**config.mk**
```make
export PLATFORM = sky130hd
export DESIGN_NAME = relu_act_pipe
export DESIGN_NICKNAME = d
export VERILOG_FILES = /design/src/rtl/ae_act_pkg.sv /design/src/rtl/relu_act_lane.sv /design/src/rtl/relu_act_pipe.sv
export SDC_FILE = /design/constraint.sdc
export NUM_CORES = 1
export LEC_CHECK = 0
export ABC_AREA = 1
export BUFFER_PORTS_ARGS = -buffer_cell sky130_fd_sc_hd__buf_4
export CELL_PAD_IN_SITES_DETAIL_PLACEMENT = 1
export CELL_PAD_IN_SITES_GLOBAL_PLACEMENT = 1
export CORE_UTILIZATION = 39
export DETAILED_ROUTE_END_ITERATION = 8
export GPL_TIMING_DRIVEN = 0
export PLACE_DENSITY_LB_ADDON = 0.12
export SLEW_MARGIN = 20
export SYNTH_ARGS = -nofsm -noshare
export SYNTH_HDL_FRONTEND = slang
export SYNTH_SLANG_ARGS = --single-unit
```
**constraint.sdc**
```tcl
create_clock -name clk -period 4.5 [get_ports clk]
set_input_delay 0.675 -clock clk [delete_from_list [all_inputs] [get_ports clk]]
set_output_delay 0.675 -clock clk [all_outputs]
set_load 0.1 [all_outputs]
```
**src/rtl/ae_act_pkg.sv**
```systemverilog
// Shared activation-datapath definitions: mode encodings and default lane format
// common to the MAC stage and the activation unit.
package ae_act_pkg;

    localparam int AE_NBITS = 16;
    localparam int AE_FRAC  = 8;

    typedef enum logic [1:0] {
        ACT_IDENT = 2'd0,
        ACT_RELU  = 2'd1,
        ACT_LEAKY = 2'd2,
        ACT_CLAMP = 2'd3
    } act_mode_e;

endpackage

```
**src/rtl/relu_act_lane.sv**
```systemverilog
// One lane of the activation unit: applies the selected activation to x.
// Latency: combinational.
// Backpressure: none, pure function of its inputs.
module relu_act_lane
    import ae_act_pkg::*;
#(
    parameter int               NBITS      = AE_NBITS,
    parameter int               LEAK_SHIFT = 3,
    parameter logic [NBITS-1:0] CLAMP_MAX  = NBITS'(6 << AE_FRAC)
) (
    input  logic [NBITS-1:0] x,
    input  logic [1:0]       mode,
    input  logic             neg,
    input  logic             over,
    output logic [NBITS-1:0] y,
    output logic             clipped
);

    // neg/over are precomputed one stage earlier to keep this path short
    always_comb begin
        y = x;
        case (act_mode_e'(mode))
            ACT_RELU: begin
                if (neg) y = '0;
            end
            ACT_LEAKY: begin
                if (neg) y = $signed(x) >>> LEAK_SHIFT;
            end
            ACT_CLAMP: begin
                if (neg)       y = '0;
                else if (over) y = CLAMP_MAX;
            end
            default: y = x;
        endcase
        clipped = (y != x);
    end

endmodule

```
**src/rtl/relu_act_pipe.sv**
```systemverilog
// Multi-lane pipelined activation unit with per-beat mode and saturating clip counter.
// Latency: 2 clk from input transfer to out_valid, 1 beat/clk throughput.
// Backpressure: each stage advances when its successor is empty or draining; out_ready->in_ready is combinational.
module relu_act_pipe
    import ae_act_pkg::*;
#(
    parameter int NBITS      = AE_NBITS,
    parameter int FRAC       = AE_FRAC,
    parameter int LANES      = 4,
    parameter int LEAK_SHIFT = 3,
    parameter int CLAMP_MAX  = 6 << FRAC,
    parameter int CNT_W      = 16
) (
    input  logic                   clk,
    input  logic                   rst,
    input  logic                   in_valid,
    output logic                   in_ready,
    input  logic [1:0]             in_mode,
    input  logic [LANES*NBITS-1:0] in_data,
    output logic                   out_valid,
    input  logic                   out_ready,
    output logic [LANES*NBITS-1:0] out_data,
    input  logic                   stat_clr,
    output logic [CNT_W-1:0]       clip_cnt
);

    localparam int               DW      = LANES * NBITS;
    localparam int               PW      = $clog2(LANES + 1);
    localparam int               SW      = CNT_W + PW;
    localparam logic [NBITS-1:0] CLAMP_V = CLAMP_MAX[NBITS-1:0];
    localparam logic [CNT_W-1:0] CNT_MAX = '1;

    logic             s1_vld_q, s1_vld_d;
    logic [1:0]       s1_mode_q, s1_mode_d;
    logic [DW-1:0]    s1_dat_q, s1_dat_d;
    logic [LANES-1:0] s1_neg_q, s1_neg_d;
    logic [LANES-1:0] s1_over_q, s1_over_d;

    logic             s2_vld_q, s2_vld_d;
    logic [DW-1:0]    s2_dat_q, s2_dat_d;
    logic [CNT_W-1:0] clip_cnt_q, clip_cnt_d;

    logic             s2_acc;
    logic             s2_ld;
    logic             in_fire;
    logic [DW-1:0]    act_dat;
    logic [LANES-1:0] act_clip;
    logic [PW-1:0]    clip_pop;
    logic [SW-1:0]    clip_sum;

    assign s2_acc   = !s2_vld_q || out_ready;
    assign s2_ld    = s1_vld_q && s2_acc;
    assign in_ready = !rst && (!s1_vld_q || s2_acc);
    assign in_fire  = in_valid && in_ready;

    always_comb begin
        s1_vld_d  = s1_vld_q;
        s1_mode_d = s1_mode_q;
        s1_dat_d  = s1_dat_q;
        s1_neg_d  = s1_neg_q;
        s1_over_d = s1_over_q;
        if (in_fire) begin
            s1_vld_d  = 1'b1;
            s1_mode_d = in_mode;
            s1_dat_d  = in_data;
            for (int i = 0; i < LANES; i++) begin
                s1_neg_d[i]  = in_data[i*NBITS + NBITS - 1];
                s1_over_d[i] = !in_data[i*NBITS + NBITS - 1] &&
                               ($signed(in_data[i*NBITS +: NBITS]) > $signed(CLAMP_V));
            end
        end else if (s2_ld) begin
            s1_vld_d = 1'b0;
        end
    end

    for (genvar g = 0; g < LANES; g++) begin : g_lane
        relu_act_lane #(
            .NBITS      (NBITS),
            .LEAK_SHIFT (LEAK_SHIFT),
            .CLAMP_MAX  (CLAMP_V)
        ) u_lane (
            .x       (s1_dat_q[g*NBITS +: NBITS]),
            .mode    (s1_mode_q),
            .neg     (s1_neg_q[g]),
            .over    (s1_over_q[g]),
            .y       (act_dat[g*NBITS +: NBITS]),
            .clipped (act_clip[g])
        );
    end

    always_comb begin
        s2_vld_d = s2_vld_q;
        s2_dat_d = s2_dat_q;
        if (s2_acc) s2_vld_d = s1_vld_q;
        if (s2_ld)  s2_dat_d = act_dat;
    end

    // clear wins over a same-cycle increment, so that beat's clips are dropped
    always_comb begin
        clip_pop = '0;
        for (int i = 0; i < LANES; i++) begin
            clip_pop = clip_pop + PW'(act_clip[i]);
        end
        clip_sum   = SW'(clip_cnt_q) + SW'(clip_pop);
        clip_cnt_d = clip_cnt_q;
        if (stat_clr) begin
            clip_cnt_d = '0;
        end else if (s2_ld) begin
            clip_cnt_d = (clip_sum > SW'(CNT_MAX)) ? CNT_MAX : clip_sum[CNT_W-1:0];
        end
    end

    always_ff @(posedge clk) begin
        if (rst) begin
            s1_vld_q   <= 1'b0;
            s1_mode_q  <= '0;
            s1_dat_q   <= '0;
            s1_neg_q   <= '0;
            s1_over_q  <= '0;
            s2_vld_q   <= 1'b0;
            s2_dat_q   <= '0;
            clip_cnt_q <= '0;
        end else begin
            s1_vld_q   <= s1_vld_d;
            s1_mode_q  <= s1_mode_d;
            s1_dat_q   <= s1_dat_d;
            s1_neg_q   <= s1_neg_d;
            s1_over_q  <= s1_over_d;
            s2_vld_q   <= s2_vld_d;
            s2_dat_q   <= s2_dat_d;
            clip_cnt_q <= clip_cnt_d;
        end
    end

    assign out_valid = s2_vld_q;
    assign out_data  = s2_dat_q;
    assign clip_cnt  = clip_cnt_q;

endmodule

```
# ---- After elaboration in Yosys (flattened, before gate mapping)
# Index checks and enable logic that the tools add are counted.
dict set report word_totals {
  register_bits 156
  in_bits 71
  out_inout_bits 82
  word_cells 65
}
dict set report op_classes {
  add_sub_neg 4
  order_cmp 5
  n_eq_ne 7
  n_mux 23
  reduce_logical 18
}
# operator count
set ops {}
lappend ops {{$mux W16} 13}
lappend ops {{$pmux W16 S3} 4}
lappend ops {{$gt A16 B12 Y1 const B} 4}
lappend ops {{$ne A16 B16 Y1} 4}
lappend ops {{$mux W15} 4}
lappend ops {{$add A16 B3 Y17} 1}
lappend ops {{$gt A17 B16 Y1 const B} 1}
lappend ops {{$logic_and A1 B1 Y1} 7}
lappend ops {{$logic_not A1 Y1} 7}
lappend ops {{$eq A2 B2 Y1 const B} 2}
lappend ops {{$add A2 B1 Y3} 1}
lappend ops {{$add A3 B1 Y3} 1}
lappend ops {{$add A1 B1 Y2} 1}
lappend ops {{$eq A2 B1 Y1 const B} 1}
lappend ops {{$logic_or A1 B1 Y1} 2}
lappend ops {{$mux W1} 2}
lappend ops {{$reduce_bool A2 Y1} 1}
lappend ops {{$reduce_or A2 Y1} 1}

# ---- Logic depth before layout (Yosys ltp)
dict set report depth {
  depth_word 10
  mapped_depth 26
  mapped_depth_nobuf 24
}

# ---- By module
# Synthesis repeated with hierarchy kept, for this count alone.
dict set report unflattened {
  cells_unflattened 1449
  hier_area_um2 8878.5
}
# module instances cells_each area_per_inst_um2 seq_area_each_um2
set by_module_without_submodules {}
lappend by_module_without_submodules {relu_act_pipe 1 785 5895.7 3042.9}
lappend by_module_without_submodules {relu_act_lane 4 166 745.7 0.0}

# ---- Worst setup path after synthesis
# Ideal clock, no wire load.
dict set report synth_timing {
  path_kind {register to register}
  startpoint {register s1_mode_q[0]}
  endpoint {register clip_cnt_q[13], in the netlist clip_cnt[13]}
  setup_time_ps 110
  t_arrival_ps 3583
  required_time_ps 4390
  setup_slack_ps 808
  stages_incl_launch_ff 23
  path_buffers 3
  period_less_slack_ps 3692
  path_cell_list {dfxtp_1 buf_4 nor2_4 nor2_2 clkbuf_1 nand4_1 nand3b_1 nor2_1 nand3_1 nor2_1 fa_1 inv_1 fa_1 fa_1 nand2_1 nor3b_2 nand3b_1 nor2_1 nand2_1 buf_2 nand3_1 nand2_1 inv_1}
}
dict set report synth_between {
  elab_chain_len 9
  elab_cells_between_ends 17
  classes_between {add/sub: 4; order compare: 1; eq/ne: 7; mux: 5}
}
# item line
set synth_rtl {}
lappend synth_rtl {{start, declared} relu_act_pipe.sv:34} ;# logic [1:0] s1_mode_q, s1_mode_d;
lappend synth_rtl {{start signal, assigned} relu_act_pipe.sv:125} ;# s1_mode_q <= s1_mode_d;
lappend synth_rtl {{$eq A2 B2 Y1 or $eq A2 B1 Y1 (tied branches)} relu_act_lane.sv:22} ;# case (act_mode_e'(mode))
lappend synth_rtl {{$pmux W16 S3} relu_act_lane.sv:22}
lappend synth_rtl {{$ne A16 B16 Y1} relu_act_lane.sv:35} ;# clipped = (y != x);
lappend synth_rtl {{$add A1 B1 Y2} relu_act_pipe.sv:102} ;# clip_pop = clip_pop + PW'(act_clip[i]);
lappend synth_rtl {{$add A2 B1 Y3} relu_act_pipe.sv:102}
lappend synth_rtl {{$add A3 B1 Y3 (*)} relu_act_pipe.sv:102}
lappend synth_rtl {{$add A16 B3 Y17 (*)} relu_act_pipe.sv:104} ;# clip_sum = SW'(clip_cnt_q) + SW'(clip_pop);
lappend synth_rtl {{$gt A17 B16 Y1} relu_act_pipe.sv:109} ;# clip_cnt_d = (clip_sum > SW'(CNT_MAX)) ? CNT_MAX : clip_sum[CNT_W-1:0];
lappend synth_rtl {{$mux W16 (*)} relu_act_pipe.sv:109}
lappend synth_rtl {{end signal, assigned} relu_act_pipe.sv:131} ;# clip_cnt_q <= clip_cnt_d;
lappend synth_rtl {{end, declared} relu_act_pipe.sv:41} ;# logic [CNT_W-1:0] clip_cnt_q, clip_cnt_d;
# Mark *: on every way between the ends. The rest lies on a longest branch, timed or not.
# A chain may end at the register's enable or synchronous reset.

# ---- Final worst setup path
# Ends and elaborated chain as after synthesis.

==> results.sh <==
export IMPL_layoutNonFillerInstCount=1651
export IMPL_fillers=2690
export IMPL_dp_cells=1619
export IMPL_synth_edff_count=0
export IMPL_fin_crit_sh=0.940
export IMPL_numCtsBuffers=17
export IMPL_fp_row_count=51
export IMPL_crit_fanout=10
export IMPL_slew_violations=0
export IMPL_port_buffers=152
export IMPL_cts_buffer_depth=2
export IMPL_clk_latency_ns=0.44
export IMPL_coreArea_mm2=0.0197
export IMPL_initial_core_util=0.403
export IMPL_cap_viol_max_count=0
export IMPL_hp_start="s1_over_q[1]"
export IMPL_syn_num_nets=1277
export IMPL_critPathLaunch="s1_mode_q[0]"
export IMPL_nets=1449
export IMPL_holdPathEnd="s1_over_q[1]"
export IMPL_dp_hpwl_mm=22.8
export IMPL_viasPerCell=5.44
export IMPL_layout_drive_gt1_share=0.165
export IMPL_die_w_um=144
export IMPL_final_hold_viol_count=0
export IMPL_clock_sinks=152
export IMPL_antenna_found_initial=0
export IMPL_fmax_mhz=236
export IMPL_chipHeight_um=144
export IMPL_drtAntennaViolNets=0
export IMPL_track_usage=0.298
export IMPL_path_class="reg -> reg"
export IMPL_period_needed_ns=4.23
export IMPL_p_total_mw=3.92
export IMPL_maxSlewHeadroom=0.433
export IMPL_max_stage_delay_ns=0.50
export IMPL_holdWs_ns=0.485
export IMPL_synth_async_reset_ratio=0
export IMPL_crit_path_frequent_cell="nand2_1"
export IMPL_ios=153
export IMPL_die_area_mm2=0.0209
export IMPL_gp_congestion=0.892
export IMPL_synth_area_leaders="dfxtp_1 38%, o21ai_0 12%, nand2_1 10%"
export IMPL_fin_util=0.511
export IMPL_first_pass_iters=5
export IMPL_synth_commonest_cells="220 x nand2_1, 189 x o21ai_0, 152 x dfxtp_1"
export IMPL_synthCells=1202
export IMPL_grt_max_degree=17
export IMPL_outcome="finished, final reports clean"
export IMPL_end_kind="flip-flop"
export IMPL_crit_chain="buf_4, inv_4, nand2_1, buf_2, buf_6, o21ai_1, o21ai_1, nor2_1, nand3_1, nor2_1, fa_1, inv_1, fa_1, fa_1, nand2_1, nor3b_2, nand3b_1, nor2_4, nand2_1, clkbuf_4, nand3_1, nand2_1, inv_1"
export IMPL_avgSynthCellArea_um2=6.59
export IMPL_cts_clk_slew_worst_paths_ns=0.07
export IMPL_synth_top_area_frac=0.384
export IMPL_synth_warnings=0
export IMPL_cts_tree="yes"
export IMPL_ys_seq_elements=152
export IMPL_worstHoldPathCells=2
export IMPL_power_density_mw_per_mm2=391
export IMPL_n_antenna_cell=0
export IMPL_syn_area_mm2=0.00792
export IMPL_setup_viol=0
export IMPL_r2r_end="clip_cnt[13]"
export IMPL_cts_root_buf="clkbuf_16"
export IMPL_synth_cell_types=36
export IMPL_syn2layout_area_growth_pct=26.7
export IMPL_yosysMostFrequentCell="nand2_1"
export IMPL_synth_ff_type="dfxtp_1"
export IMPL_wirelength_mm=30.3
export IMPL_cp_start_kind="flip-flop"
export IMPL_wl_per_cell_um=18.4
export IMPL_vias=8984
export IMPL_yosysSeqAreaShare=0.384
export IMPL_synth_area_leader_cell="dfxtp_1"
export IMPL_critical_path_required_ns=4.84
export IMPL_h_tree_depth=4
export IMPL_reg2regPathDepth=23
export IMPL_post_route_drc_count=0
export IMPL_first_iter_violations=546
export IMPL_rrSetupSlack_ns=0.27
export IMPL_overflow=0
export IMPL_crit_arrival_ns=4.57
export IMPL_worst_pin_slew_ns=0.850
export IMPL_ir_drop_mv=0.269
export IMPL_p_leak_nw=4.51
export IMPL_tns_ns=0
export IMPL_first_global_vias=8866
export IMPL_crit_slowest_cell="fa_1"
export IMPL_clock_skew_ns=0.0136
export IMPL_r2r_start="s1_mode_q[0]"
export IMPL_grt_pass1_wl_mm=47.1
export IMPL_holdCritPathClass="reg -> reg"
power by group:
group	total (mW)	switching [mW]	internal, mW
clock	1.50	0.600	0.899
sequential	1.50	0.0703	1.43
combinational	0.921	0.682	0.238
registers in the layout, summed over array words and instances, names as in the netlist:
signal,flops
clip_cnt,16
out_data,64
out_valid,1
s1_dat_q,64
s1_mode_q,2
s1_over_q,4
s1_vld_q,1
metal layers:
layer | vias to the layer above | track usage | part of all wire
met5 | - | 0 | 0
met3 | 45 | 0.0401 | 0.051
met4 | 0 | 0.105 | 0.023
met2 | 266 | 0.488 | 0.46
met1 | 4325 | 0.399 | 0.46
li1 | 4348 | - | -
worst max-delay path: cells and delay by family, from the launching register on:
kind                       cells  cell delay (ns)
DFF                            1             0.31
and+or+nand+nor               11             1.00
buffers and inverters          7             1.13
AOI/OAI and AO/OA              2             0.33
adders and majority gates      3             1.35
cell type report:
| cell class | instances | area [um^2] | share of cell area |
|---|---|---|---|
| Clock inverter | 11 | 149 | 0.0148 |
| Timing Repair Buffer | 153 | 1150 | 0.114 |
| Tap cell | 265 | 332 | 0.0330 |
| Inverter | 152 | 576 | 0.0574 |
| Clock buffer | 20 | 457 | 0.0455 |
| Buffer | 68 | 314 | 0.0313 |
| Multi-Input combinational cell | 830 | 4020 | 0.400 |
| Sequential cell | 152 | 3040 | 0.303 |
worst max-delay path by stage:
stage                   endpoint  cells after the start
finish              clip_cnt[13]                     23
detailed placement  clip_cnt[13]                     23
global route        clip_cnt[13]                     26
floorplan           clip_cnt[13]                     22
CTS                 clip_cnt[13]                     23
global placement    clip_cnt[13]                     23
metrics by stage:
step	area (um^2)	setup slack [ns]
finish	10000	0.271
global route	10000	-0.0287
CTS	10000	0.0523
detailed placement	9390	0.0624
global placement	9390	0.135
floorplan	7920	0.808
what timing repair did:
| item | in CTS | in global routing |
|---|---|---|
| setup buffers | 0 | 1 |
| resized for setup | 0 | 13 |
| endpoints found under the setup margin | 0 | 13 |
| hold buffers | 0 | 0 |
cell usage in the layout, fill, tap and decap left out, types with 3 or more instances in the layout:
cell,Yosys,final
nand2_1,220,220
o21ai_0,189,188
buf_4,3,154
dfxtp_1,152,152
inv_1,144,144
nand3_1,112,112
nor2_1,99,97
a21oi_1,96,96
clkbuf_1,42,41
nand4_1,28,28
clkbuf_16,0,17
buf_2,16,15
o211ai_1,14,14
a31oi_1,12,12
o21ai_1,9,9
nor3_1,9,9
nor4_1,9,9
nand3b_1,6,6
nand2_2,5,5
inv_2,5,5
buf_1,5,5
buf_6,2,4
nor2_4,1,3
xor2_1,3,3
fa_1,3,3
clkinvlp_4,0,3
clkinv_4,0,3
bufinv_16,0,3
logic make-up after synthesis:
logic type | synth area share
compound gates | 0.212
fa+ha+maj | 0.00917
simple gates | 0.278
buf+inv | 0.111
xor+xnor | 0.00553
flops | 0.384
Power figures use the tool's default switching activity.
